[src/rtl/uart_packet_scheduler.sv]
`default_nettype none
// ==========================================================================
// uart_packet_scheduler: round-robin arbiter/framer driving one uart_tx with
// 5-byte frames (SOF, id/seq, cipher, checksum, xor).   Revision: 1.0
// ==========================================================================
module uart_packet_scheduler #(
  parameter int         N_SRC       = 2,
  parameter logic [7:0] SOF_BYTE    = 8'hA5,
  parameter int         ACK_TIMEOUT = 16
) (
  input  logic               clk,
  input  logic               rst,
  input  logic               enable,
  input  logic [N_SRC-1:0]   src_valid,
  input  logic [8*N_SRC-1:0] src_cipher,
  input  logic [8*N_SRC-1:0] src_check,
  output logic [N_SRC-1:0]   src_ack,
  output logic               tx_start,
  output logic [7:0]         tx_data,
  input  logic               tx_busy,
  output logic               pkt_active,
  output logic               pkt_done,
  output logic [3:0]         seq_num,
  output logic               ack_err
);

  localparam int CNT_W = $clog2(ACK_TIMEOUT) + 1;

  typedef enum logic [1:0] {
    IDLE    = 2'd0,
    ISSUE   = 2'd1,
    WAIT_HI = 2'd2,
    WAIT_LO = 2'd3
  } state_t;

  state_t           r_state, w_next;
  logic [3:0]       r_rr_ptr, r_src_id, r_seq;
  logic [2:0]       r_byte_idx;
  logic [7:0]       r_cipher, r_check;
  logic [CNT_W-1:0] r_cnt;

  logic             w_any, w_hi_found;
  logic [3:0]       w_low, w_hi, w_gnt;
  logic [7:0]       w_cipher, w_check, w_b1, w_byte;
  logic [N_SRC-1:0] w_ack_vec;
  logic             w_grant, w_issue, w_timeout, w_advance, w_finish;

  // Round-robin pick: lowest valid index at/above rr_ptr, else lowest overall.
  always_comb begin
    w_any      = 1'b0;
    w_hi_found = 1'b0;
    w_low      = '0;
    w_hi       = '0;
    for (int j = N_SRC - 1; j >= 0; j--) begin
      if (src_valid[j]) begin
        w_any = 1'b1;
        w_low = 4'(j);
        if (4'(j) >= r_rr_ptr) begin
          w_hi_found = 1'b1;
          w_hi       = 4'(j);
        end
      end
    end
    w_gnt     = w_hi_found ? w_hi : w_low;
    w_cipher  = '0;
    w_check   = '0;
    w_ack_vec = '0;
    for (int j = 0; j < N_SRC; j++) begin
      if (4'(j) == w_gnt) begin
        w_cipher     = src_cipher[8*j +: 8];
        w_check      = src_check[8*j +: 8];
        w_ack_vec[j] = 1'b1;
      end
    end
  end

  always_comb begin
    w_b1 = {r_src_id, r_seq};
    case (r_byte_idx)
      3'd0:    w_byte = SOF_BYTE;
      3'd1:    w_byte = w_b1;
      3'd2:    w_byte = r_cipher;
      3'd3:    w_byte = r_check;
      default: w_byte = SOF_BYTE ^ w_b1 ^ r_cipher ^ r_check;
    endcase
  end

  always_ff @(posedge clk or posedge rst) begin
    if (rst) r_state <= IDLE;
    else     r_state <= w_next;
  end

  always_comb begin
    w_next    = r_state;
    w_grant   = 1'b0;
    w_issue   = 1'b0;
    w_timeout = 1'b0;
    w_advance = 1'b0;
    w_finish  = 1'b0;
    case (r_state)
      IDLE: begin
        if (enable && w_any) begin
          w_grant = 1'b1;
          w_next  = ISSUE;
        end
      end
      ISSUE: begin
        if (!tx_busy) begin
          w_issue = 1'b1;
          w_next  = WAIT_HI;
        end
      end
      WAIT_HI: begin
        if (tx_busy) begin
          w_next = WAIT_LO;
        end else if (r_cnt == CNT_W'(ACK_TIMEOUT - 1)) begin
          // UART never acknowledged: flag it and treat the byte as sent.
          w_timeout = 1'b1;
          w_next    = WAIT_LO;
        end
      end
      WAIT_LO: begin
        if (!tx_busy) begin
          if (r_byte_idx == 3'd4) begin
            w_finish = 1'b1;
            w_next   = IDLE;
          end else begin
            w_advance = 1'b1;
            w_next    = ISSUE;
          end
        end
      end
      default: w_next = IDLE;
    endcase
  end

  always_ff @(posedge clk or posedge rst) begin
    if (rst) begin
      src_ack    <= '0;
      tx_start   <= 1'b0;
      tx_data    <= '0;
      pkt_active <= 1'b0;
      pkt_done   <= 1'b0;
      seq_num    <= '0;
      ack_err    <= 1'b0;
      r_rr_ptr   <= '0;
      r_src_id   <= '0;
      r_seq      <= '0;
      r_byte_idx <= '0;
      r_cipher   <= '0;
      r_check    <= '0;
      r_cnt      <= '0;
    end else begin
      src_ack  <= w_grant ? w_ack_vec : '0;
      tx_start <= w_issue;
      pkt_done <= w_finish;
      if (w_grant) begin
        r_cipher   <= w_cipher;
        r_check    <= w_check;
        r_src_id   <= w_gnt;
        r_seq      <= seq_num;
        r_byte_idx <= '0;
        pkt_active <= 1'b1;
        r_rr_ptr   <= (w_gnt == 4'(N_SRC - 1)) ? 4'd0 : w_gnt + 4'd1;
      end
      if (w_issue) begin
        tx_data <= w_byte;
        r_cnt   <= '0;
      end else if (r_state == WAIT_HI && !tx_busy) begin
        r_cnt <= r_cnt + CNT_W'(1);
      end
      if (w_timeout) ack_err <= 1'b1;
      if (w_advance) r_byte_idx <= r_byte_idx + 3'd1;
      if (w_finish) begin
        pkt_active <= 1'b0;
        seq_num    <= seq_num + 4'd1;
      end
    end
  end

endmodule
`default_nettype wire

[config.mk]
export PLATFORM = sky130hd
export DESIGN_NAME = uart_packet_scheduler
export DESIGN_NICKNAME = d
export VERILOG_FILES = /design/src/rtl/uart_packet_scheduler.sv
export SDC_FILE = /design/constraint.sdc
export NUM_CORES = 1
export LEC_CHECK = 0
export BUFFER_PORTS_ARGS = -buffer_cell sky130_fd_sc_hd__buf_2
export CORE_ASPECT_RATIO = 0.8
export CORE_MARGIN = 4
export CORE_UTILIZATION = 31
export DETAILED_ROUTE_END_ITERATION = 8
export GPL_ROUTABILITY_DRIVEN = 0
export MAX_ROUTING_LAYER = met4
export PLACE_DENSITY = 0.47
export SETUP_SLACK_MARGIN = 0.02
export SLEW_MARGIN = 5
export SYNTH_ARGS = -nofsm -noshare
export SYNTH_HDL_FRONTEND = slang
export SYNTH_SLANG_ARGS = --single-unit
[constraint.sdc]
create_clock -name clk -period 4.6 [get_ports clk]
set_input_delay 1.38 -clock clk [delete_from_list [all_inputs] [get_ports clk]]
set_output_delay 1.38 -clock clk [all_outputs]
set_load 0.03 [all_outputs]
Word level (Yosys, flattened, before mapping)

Cells that the tools add are included.

Add/subtract/negate cells: 4
Order comparisons: 2
Equality and inequality tests: 14
Multiplexer cells: 48
Bitwise operators: 3
Reductions and logical operators: 10

Operators with widths:

| operator                                            | number |
|---|---|
| two-way mux 8 bit                                   | 4 |
| case mux 8 bit (4 select lines)                     | 1 |
| two-way mux 1 bit                                   | 27 |
| two-way mux 4 bit                                   | 5 |
| XOR 8 bit                                           | 2 |
| two-way mux 2 bit                                   | 6 |
| two-way mux 5 bit                                   | 2 |
| adder 4 x 1 -> 4 bit (second input constant)        | 2 |
| >= comparator 1 x 4 -> 1 bit (first input constant) | 2 |
| case mux 2 bit (4 select lines)                     | 1 |
| == test 3 x 2 -> 1 bit (second input constant)      | 2 |
| two-way mux 3 bit                                   | 2 |
| inequality test 2 bit (second input constant)       | 3 |
| nonzero test 2 bit                                  | 3 |
| adder 5 x 1 -> 5 bit (second input constant)        | 1 |
| == test 5 x 4 -> 1 bit (second input constant)      | 1 |
| == test 1 x 4 -> 1 bit (first input constant)       | 1 |
| == test 2 bit (second input constant)               | 2 |
| == test 4 x 1 -> 1 bit (second input constant)      | 1 |
| zero test 4 bit                                     | 1 |
| inverter 4 bit                                      | 1 |
| AND reduction 4 bit                                 | 1 |
| adder 3 x 1 -> 3 bit (second input constant)        | 1 |
| == test 3 x 1 -> 1 bit (second input constant)      | 1 |
| 7 further kinds                                     | 8 |

Bits in registers: 56
Input bits: 38
Output and inout port bits: 18
Word-level logic and storage cells: 96

Logic depth before layout (Yosys ltp)

Gate-level depths: netlist of run 1.

Depth in word-level cells: 9
Mapped depth: 8
Mapped depth without buffers: 7

Worst setup path before layout of run 1

OpenSTA, ideal clock, no wires.

Kind: input to register
Start point: in tx_busy
End point: reg seq_num[1]
Library setup time: 128 ps
Arrival: 2,233 ps
Path slack: 2,240 ps
Stages: 5
Path buffers: 2
Cell sequence: buf_2 nor2b_2 nor2b_1 buf_2 mux2_1

Cells in the longest elaborated chain, start to end: 2

RTL lines:

| element              | line | source |
|---|---|---|
| start, declared      | 20   | `input logic tx_busy,` |
| two-way mux 1 bit    | 123  | `if (!tx_busy) begin` |
| two-way mux 1 bit    | 100  | `case (r_state)` |
| net w_finish         | 46   | `logic w_grant, w_issue, w_timeout, w_advance, w_finish;` |
| end signal, assigned | 176  | `seq_num <= seq_num + 4'd1;` |
| end, declared        | 23   | `output logic [3:0] seq_num,` |

The timed path passes the listed nets, and every way through them passes these cells.
A chain may end at the register's enable or synchronous reset.

Worst setup path after layout of run 1

Start point: in src_valid[1]
End point: reg r_seq[3]

Cells in the longest elaborated chain, start to end: 5

RTL lines:

| element                        | line | source |
|---|---|---|
| start, declared                | 14   | `input logic [N_SRC-1:0] src_valid,` |
| two-way mux 1 bit (2 in a row) | 55   | `if (src_valid[j]) begin` |
| logical AND 1 bit              | 102  | `if (enable && w_any) begin` |
| two-way mux 1 bit              | 102  |  |
| two-way mux 1 bit              | 100  |  |
| end signal, assigned           | 161  | `r_seq <= seq_num;` |
| end, declared                  | 37   | `logic [3:0] r_rr_ptr, r_src_id, r_seq;` |

No other way between the ends.

==> results of run 1 <==
## cells by family after synthesis
kind of cell / synth area share
multiplexers: 0.08771
flip-flops: 0.4819
adder cells (fa/ha/maj): 0.06265
XOR/XNOR: 0.04723
buffers and inverters: 0.04819
AO/OA/AOI/OAI: 0.1508
AND/OR/NAND/NOR: 0.1214
## per-layer routing
metal / routed length [microns] / part of all wire / GRT usage / up-vias
met4: 40 / 0.0069 / 0.02769 / 0
li1: - / - / - / 979
met5: 0 / 0 / - / -
met3: 306 / 0.053 / 0.02221 / 2
met2: 2306 / 0.40 / 0.1692 / 43
met1: 3132 / 0.54 / 0.1990 / 847
## power breakdown
group | internal, mW | switching (mW)
registers | 0.592 | 0.142
logic | 0.328 | 0.440
clock network | 0.110 | 0.154
## cell usage after synthesis, drive strengths merged, types with 4 or more instances
cell,instances
inv,12
mux2,6
a21oi,5
nor2b,7
nand3,9
xnor2,10
mux2i,16
xor2,4
nor2,9
a221oi,5
o21ai,28
nand2,32
dfrtp,50
ha,13
o22a,6
buf,10
## sequential cells by signal, summed over array words and instances, names as in the netlist, 2 cells and up
signal and flops:
r_check 8, r_cipher 8, tx_data 8, r_cnt 5, r_seq 4, seq_num 4
r_byte_idx 3, r_state 2, src_ack 2
## cell type report
type | instances | area share
Sequential cell | 50 | 0.4095
Multi-Input combinational cell | 176 | 0.4034
Timing Repair Buffer | 58 | 0.09746
Tap cell | 108 | 0.04423
Clock buffer | 5 | 0.02252
Inverter | 12 | 0.01474
Clock inverter | 3 | 0.008190
## worst paths after layout
check	end	slack [ps]
hold / removal	seq_num[3]$_DFFE_PP0P_	500
setup reg to reg	seq_num[1]$_DFFE_PP0P_	2690
max in group asynchronous	r_cnt[4]$_DFFE_PP0P_	2630
min in group asynchronous	tx_data[7]$_DFFE_PP0P_	1340
hold reg to reg	seq_num[3]$_DFFE_PP0P_	500
setup / recovery	r_seq[3]$_DFFE_PP0P_	2140
## worst reg2reg max path: stages, from the launching register on
cell and delay [ps]:
dfrtp_1 430, inv_1 100, ha_1 280, nand2_1 150
nor2b_1 460, mux2_1 370
==> out/metrics.cfg, run 1 <==
[worst_setup_path]
crit_chain = buf_2, o211ai_4, mux2_2
cpMaxStageDelayCell = o211ai_4
path_max_fanout = 33
crit_buf_inv = 1
cp_top_family = compound AO/OA/AOI/OAI gates
end_kind = flip-flop
crit_type = input port to flip-flop
crit_arrival_ps = 2640
max_stage_delay_ps = 710
cp.required_ps = 4790
reg2reg_depth = 5
worstReg2RegStart = r_byte_idx[0]$_DFFE_PP0P_
critPathLaunchType = input port
worst-path-stages = 3
critPathLaunch = src_valid[1]

[sta]
finalCritPeriodShare = 0.5339
relSlewSlack = 0.2991
drv_slew = 0
fin_skew_ps = 8.316
setup_viol = 0
fin_ws_ps = 2144
finalCriticalPeriod_ps = 2456
tightest_slew_ps = 1050
hold_violations = 0
fmax_ghz = 0.4072
rsz0062_at_grt = false
whs_ps = 500.0
setup_tns_ps = 0

[global_route]
grt_pass1_wl_microns = 9604
grt_max_degree = 51
grt-ovfl-total = 0
antenna_found_initial = 0
first_global_vias = 1907
grt_use_total = 0.1269

[synthesis]
syn_area_sq_mm = 0.002596
synthCells = 250
synth_edf_count = 0
syn_nets = 301
ys_warn_count = 0
synthArstFlopShare = 1.000
yosysUniqueCellTypes = 40
yosys-top-cells-area = dfrtp_1 (48%), ha_1 (6.3%), mux2i_1 (6.2%)
yosysSeqAreaShare = 0.4819
synth_area_leader_cell = dfrtp_1
avgSynthCellArea_sq_um = 10.38
synth_top_flop_cell = dfrtp_1
yosys.area.top_type_share = 0.4819
ys_ff_latch = 50

[cells_and_area]
drive_above_1_share = 0.2599
mostFrequentLayoutCells = buf_2 (55), dfrtp_1 (50), nand2_1 (32), o21ai_1 (19), mux2i_1 (16)
nets = 354
n_antenna_cell = 0
regArea_sq_mm = 0.001251
layout_commonest_cell = buf_2
fin_util = 0.3793
syn2layout_area_growth_pct = 17.69
instances_no_fill = 412
multiInputGateArea_sq_mm = 0.001232
fillers = 843
design_area_sq_mm = 0.003055

[die]
rows = 29
core_area_sq_mm = 0.008055
start_util = 0.3223
die_y_microns = 89.86
io_pins = 56
die_area_sq_mm = 0.009912
dieWidth_microns = 110.3

[status]
status = complete, no violations

[routing]
wirelength_microns = 5786
drt_iter0_drc = 67
vias = 1871
drc = 0
vias_per_cell = 4.541
postRouteAntennaNets = 0
post_drt_wl_per_cell_microns = 14.04
dr.pass1.iters = 4

[placed_design]
place_area_sq_mm = 0.002962
dpl.cell_count = 404
io_buffers = 55
pre_cts_ws_ps = 1793
dp_hpwl_microns = 4320

[clock_network]
clock-sinks = 50
cts_setup_buffers = 0
cts_resized = 0
htreeDepth = 2
clkTransAtPathRegs_ps = 90
cts_tree = yes
numCtsBuffers = 5
cts_root_buffer = clkbuf_8
clk_latency_ps = 300
cts_buffer_depth = 2
cts_hold_buffers = 0

[hold_path]
holdPathStages = 1
hold_start = seq_num[3]$_DFFE_PP0P_
hold_class = flip-flop to flip-flop

[power]
power_mw = 1.765
power.leakage_nw = 1.502
ir_worst_vdd_v = 0.0002281
powerDensity_mw_per_mm2 = 577.8

[job]
cap_viol_max_count = 0

(Power assumes the default switching activity.)
==> inputs of run 2 (changes only) <==
clock period = 2.4 ns   (was 4.6 ns; I/O delays follow)
==> out/metrics.cfg, run 2 (synthesis results as in run 1) <==
[routing]
top_layer_used = met4  ; unchanged
vias = 1929  ; was 1,871
vias_per_cell = 4.648  ; was 4.541
drt_iter0_drc = 98  ; was 67
wl_met3_microns = 290  ; was 306 microns
wirelength_microns = 5828  ; was 5786 microns
wl_met1_microns = 3106  ; was 3132 microns
post_drt_wl_per_cell_microns = 14.04  ; about the same
dr.pass1.iters = 4  ; unchanged
drc = 0  ; unchanged
wl_met2_microns = 2349  ; was 2306 microns
postRouteAntennaNets = 0  ; unchanged

[worst_setup_path]
cpMaxStageDelayCell = dfrtp_1  ; was o211ai_4
r2r_slack_ps = 540  ; was 2690 ps
cp.required_ps = 2640  ; was 4790 ps
crit_buf_inv = 1  ; unchanged
critPathLaunchType = flip-flop  ; was input port
crit_arrival_ps = 2090  ; was 2640 ps
max_stage_delay_ps = 550  ; was 710 ps
cp_top_family = flip-flops  ; was compound AO/OA/AOI/OAI gates
end_kind = flip-flop  ; unchanged
reg2reg_depth = 5  ; unchanged
worstReg2RegStart = r_byte_idx[2]$_DFFE_PP0P_  ; was r_byte_idx[0]$_DFFE_PP0P_
crit_chain = inv_1, ha_1, o21bai_2, or3_1, a31oi_1  ; was buf_2, o211ai_4, mux2_2
crit_type = flip-flop to flip-flop  ; was input port to flip-flop
rr_endpoint = tx_data[5]$_DFFE_PP0P_  ; was seq_num[1]$_DFFE_PP0P_
path_max_fanout = 10  ; was 33

[clock_network]
numCtsBuffers = 5  ; unchanged
cts_buffer_depth = 2  ; unchanged
cts_root_buffer = clkbuf_8  ; unchanged
clkTransAtPathRegs_ps = 90  ; about the same
htreeDepth = 2  ; unchanged
cts_resized = 0  ; unchanged
cts_tree = yes  ; unchanged
cts_hold_buffers = 0  ; unchanged
clk_latency_ps = 310  ; was 300 ps
cts_setup_buffers = 0  ; unchanged
clock-sinks = 50  ; unchanged

[power]
pwr-share-clk = 0.152  ; was 0.150
power.leakage_nw = 1.525  ; was 1.502 nW
p_sw_frac = 0.4173  ; was 0.4166
powerDensity_mw_per_mm2 = 1104  ; was 577.8 mW/mm^2
intPower_mw = 1.989  ; was 1.030 mW
p_seq_frac = 0.416  ; about the same
p_sw_mw = 1.424  ; was 735.5 uW
ir_worst_vdd_v = 0.0003057  ; was 0.0002281 V
comb_power_share = 0.432  ; was 0.435

[die]
die_area_sq_mm = 0.009912  ; unchanged
core_area_sq_mm = 0.008055  ; unchanged
io_pins = 56  ; unchanged
die_y_microns = 89.86  ; unchanged
dieWidth_microns = 110.3  ; unchanged
rows = 29  ; unchanged
start_util = 0.3223  ; unchanged

[sta]
finalCritPeriodShare = 0.7733
whs_ps = 434.2  ; was 500.0 ps
finalCriticalPeriod_ps = 1856
fin_skew_ps = 8.949  ; was 8.316 ps
setup_tns_ps = 0  ; unchanged
relSlewSlack = 0.6494  ; was 0.2991
hold_violations = 0  ; unchanged
tightest_slew_ps = 523.4  ; was 1050 ps
setup_viol = 0  ; unchanged
fmax_ghz = 0.5388
drv_slew = 0  ; unchanged
rsz0062_at_grt = false  ; unchanged

[placed_design]
dp_hpwl_microns = 4422  ; was 4320 microns
io_buffers = 55  ; unchanged

[job]
cap_viol_max_count = 0  ; unchanged

[cells_and_area]
n_antenna_cell = 0  ; unchanged
fillers = 843  ; unchanged
biggestRegsByFlops = r_check x8, r_cipher x8, tx_data x8  ; unchanged
nets = 357  ; was 354
mostFrequentLayoutCells = buf_2 (55), dfrtp_1 (50), nand2_1 (32), o21ai_1 (19), mux2i_1 (16)  ; unchanged
layout_commonest_cell = buf_2  ; unchanged
drive_above_1_share = 0.2671  ; was 0.2599
syn2layout_area_growth_pct = 19.08  ; was 17.69%

[global_route]
first_global_vias = 1843  ; was 1,907
grt-ovfl-total = 0  ; unchanged
grt_max_degree = 51  ; unchanged
antenna_found_initial = 0  ; unchanged
grt_pass1_wl_microns = 9666  ; was 9604 microns
grt_use_total = 0.1269  ; about the same

[status]
status = complete, no violations  ; unchanged

[hold_path]
hold_class = input port to async pin  ; was flip-flop to flip-flop

==> run 2: cell types whose count changed in the layout (fill, tap and decap cells not counted), sizes merged <==
cell | before | now
buf | 58 | 61
clkinvlp | 1 | 0
inv | 13 | 14
==> run 2: tightest hold or removal path, delay by kind of cell <==
kind	cells	cell delay, ps
buffers and inverters	3	410
==> run 2: area by class of cell <==
cell class	count	area (sq um)	area share
clock buffers	5	68.82	0.02226
clock inverters	3	26.28	0.008499
inverters	12	45.04	0.01457
multi-input cells	176	1232	0.3986
flip-flops and latches	50	1251	0.4047
well taps	108	135.1	0.04371
repair buffers	61	332.8	0.1076
==> run 2: worst max-delay path by stage <==
stage               slack, ps                      start                     end  cells past startpoint
finish                    540  r_byte_idx[2]$_DFFE_PP0P_  tx_data[5]$_DFFE_PP0P_                      5
global route              360  r_byte_idx[2]$_DFFE_PP0P_  tx_data[5]$_DFFE_PP0P_                      5
CTS                       530  r_byte_idx[0]$_DFFE_PP0P_  seq_num[1]$_DFFE_PP0P_                      5
detailed placement        460                    tx_busy  seq_num[1]$_DFFE_PP0P_                      4
global placement          480                    tx_busy  seq_num[1]$_DFFE_PP0P_                      4
floorplan                 480                        rst     ack_err$_DFFE_PP0P_                      1
==> run 2: metrics by stage <==
step	power (mW)	std cells	setup slack (ps)	cell area, sq um	util
after floorplan	2.516	250	478.8	2596	-
after global placement	2.905	407	480.7	2997	0.3720
after detailed placement	2.926	407	463.7	2997	0.3720
after CTS	3.455	415	526.5	3092	0.3838
after global routing	3.729	415	357.3	3092	0.3838
final	3.414	415	544.0	3092	0.3838
==> run 2: power by group through the flow <==
stage / registers, mW / clock network, mW / logic (mW)
2_1_floorplan: 1.51 / 0 / 1.01
3_3_place_gp: 1.43 / 0 / 1.47
3_5_place_dp: 1.44 / 0 / 1.49
4_1_cts: 1.42 / 0.542 / 1.50
5_1_grt: 1.46 / 0.582 / 1.68
6_report: 1.42 / 0.518 / 1.48
==> run 2: metal layers <==
layer	up-vias	global-route usage
met5	-	-
met3	8	0.02221
met1	892	0.1930
met4	0	0.04000
li1	983	-
met2	46	0.1697
==> inputs of run 3 (changes only) <==
clock period = 1.9 ns   (was 2.4 ns; I/O delays follow)
==> out/metrics.cfg, run 3 (synthesis results as in run 1) <==
[die]
core_area_sq_mm = 0.008055  ; unchanged
io_pins = 56  ; unchanged
dieWidth_microns = 110.3  ; unchanged
die_y_microns = 89.86  ; unchanged
start_util = 0.3223  ; unchanged
rows = 29  ; unchanged
die_area_sq_mm = 0.009912  ; unchanged

[power]
p_sw_mw = 1.825  ; was 1.424 mW
ir_worst_vdd_v = 0.0004081  ; was 0.0003057 V
pwr-share-clk = 0.154  ; was 0.152
powerDensity_mw_per_mm2 = 1390  ; was 1104 mW/mm^2
power_mw = 4.375  ; was 3.414 mW
p_sw_frac = 0.4170  ; was 0.4173
p_seq_frac = 0.406  ; was 0.416
comb_power_share = 0.440  ; was 0.432
intPower_mw = 2.551  ; was 1.989 mW
power.leakage_nw = 1.557  ; was 1.525 nW

[cells_and_area]
biggestRegsByFlops = r_check x8, r_cipher x8, tx_data x8  ; unchanged
nets = 362  ; was 357
fin_util = 0.3906  ; was 0.3838
n_antenna_cell = 0  ; unchanged
design_area_sq_mm = 0.003147  ; was 0.003092 sq mm
mostFrequentLayoutCells = buf_2 (55), dfrtp_1 (50), nand2_1 (32), o21ai_1 (19), mux2i_1 (16)  ; unchanged
syn2layout_area_growth_pct = 21.20  ; was 19.08%
instances_no_fill = 420  ; was 415
layout_commonest_cell = buf_2  ; unchanged
drive_above_1_share = 0.2821  ; was 0.2671

[clock_network]
cts_tree = yes  ; unchanged
clock-sinks = 50  ; unchanged
htreeDepth = 2  ; unchanged
clkTransAtPathRegs_ps = 100  ; was 90 ps
cts_root_buffer = clkbuf_8  ; unchanged
cts_buffer_depth = 2  ; unchanged
clk_latency_ps = 300  ; was 310 ps
cts_hold_buffers = 0  ; unchanged
numCtsBuffers = 5  ; unchanged

[routing]
drt_iter0_drc = 81  ; was 98
drc = 0  ; unchanged
wirelength_microns = 5928  ; was 5828 microns
vias = 1922  ; was 1,929
dr.pass1.iters = 4  ; unchanged
post_drt_wl_per_cell_microns = 14.11  ; was 14.04 microns
vias_per_cell = 4.576  ; was 4.648
postRouteAntennaNets = 0  ; unchanged

[placed_design]
dpl.cell_count = 411  ; was 407
pre_cts_ws_ps = 107.7  ; was 463.7 ps
place_area_sq_mm = 0.003039  ; was 0.002997 sq mm
dp_hpwl_microns = 4508  ; was 4422 microns
io_buffers = 55  ; unchanged

[sta]
fin_skew_ps = 7.053  ; was 8.949 ps
setup_tns_ps = 0  ; unchanged
tightest_slew_ps = 487.8  ; was 523.4 ps
setup_viol = 0  ; unchanged
rsz0062_at_grt = false  ; unchanged
whs_ps = 208.0  ; was 434.2 ps
hold_violations = 0  ; unchanged
finalCriticalPeriod_ps = 1770  ; was 1856 ps
fin_ws_ps = 130.2  ; was 544.0 ps
drv_slew = 0  ; unchanged
relSlewSlack = 0.6732  ; was 0.6494
fmax_ghz = 0.5650  ; was 0.5388 GHz
finalCritPeriodShare = 0.9315  ; was 0.7733

[global_route]
antenna_found_initial = 0  ; unchanged
grt_max_degree = 38  ; was 51
grt_pass1_wl_microns = 9942  ; was 9666 microns
grt_use_total = 0.1296  ; was 0.1269
grt-ovfl-total = 0  ; unchanged
first_global_vias = 1952  ; was 1,843

[job]
cap_viol_max_count = 0  ; unchanged

[worst_setup_path]
crit_arrival_ps = 2000  ; was 2090 ps
critPathLaunchType = flip-flop  ; unchanged
cp.required_ps = 2130  ; was 2640 ps
end_kind = flip-flop  ; unchanged
crit_type = flip-flop to flip-flop  ; unchanged
path_max_fanout = 7  ; was 10

[hold_path]
hold_class = input port to async pin  ; unchanged

[status]
status = complete, no violations  ; unchanged

[run 3: final timing paths]
| path | cells past startpoint | slack (ps) | end | start |
|---|---|---|---|---|
| setup reg to reg | 6 | 130 | tx_data[5]$_DFFE_PP0P_ | r_byte_idx[0]$_DFFE_PP0P_ |
| min in group clk | 1 | 480 | ack_err$_DFFE_PP0P_ | ack_err$_DFFE_PP0P_ |
| hold reg to reg | 1 | 480 | ack_err$_DFFE_PP0P_ | ack_err$_DFFE_PP0P_ |
| hold / removal | 2 | 210 | r_cipher[5]$_DFFE_PP0P_ | rst |
| max in group asynchronous | 3 | 1190 | r_cipher[3]$_DFFE_PP0P_ | rst |
| setup / recovery | 6 | 130 | tx_data[5]$_DFFE_PP0P_ | r_byte_idx[0]$_DFFE_PP0P_ |
[run 3: final cells by class]
| class | count | area, sq um |
|---|---|---|
| Clock inverter | 3 | 28.78 |
| Clock buffer | 5 | 68.82 |
| Multi-Input combinational cell | 176 | 1235 |
| Tap cell | 108 | 135.1 |
| Fill cell | 848 | 4908 |
| Sequential cell | 50 | 1251 |
| Inverter | 12 | 45.04 |
| Timing Repair Buffer | 66 | 382.9 |
[run 3: power by group through the flow]
stage               registers, mW  clock network [mW]  logic, mW
CTS                          1.78               0.697       1.93
global placement             1.80                   0       1.90
finish                       1.78               0.676       1.92
detailed placement           1.80                   0       1.93
floorplan                    1.91                   0       1.27
global route                 1.84               0.745       2.19
[run 3: metal layers]
metal | GRT usage | vias to the layer above | wire, microns
met4 | 0.02769 | 0 | 40
met2 | 0.1722 | 38 | 2366
met5 | - | - | 0
met3 | 0.02436 | 2 | 275
met1 | 0.2029 | 887 | 3245
li1 | - | 995 | -
[run 3: what timing repair did]
action / in CTS / in global routing
gates resized for setup: 0 / 1
endpoints found under the setup margin: 0 / 6
setup buffers: 0 / 1
[run 3: critical path, stage by stage (launching register included)]
cell and delay, ps:
dfrtp_1 420, buf_4 150, ha_1 190, ha_1 180, o21bai_2 260, or3_1 330, a31oi_1 160
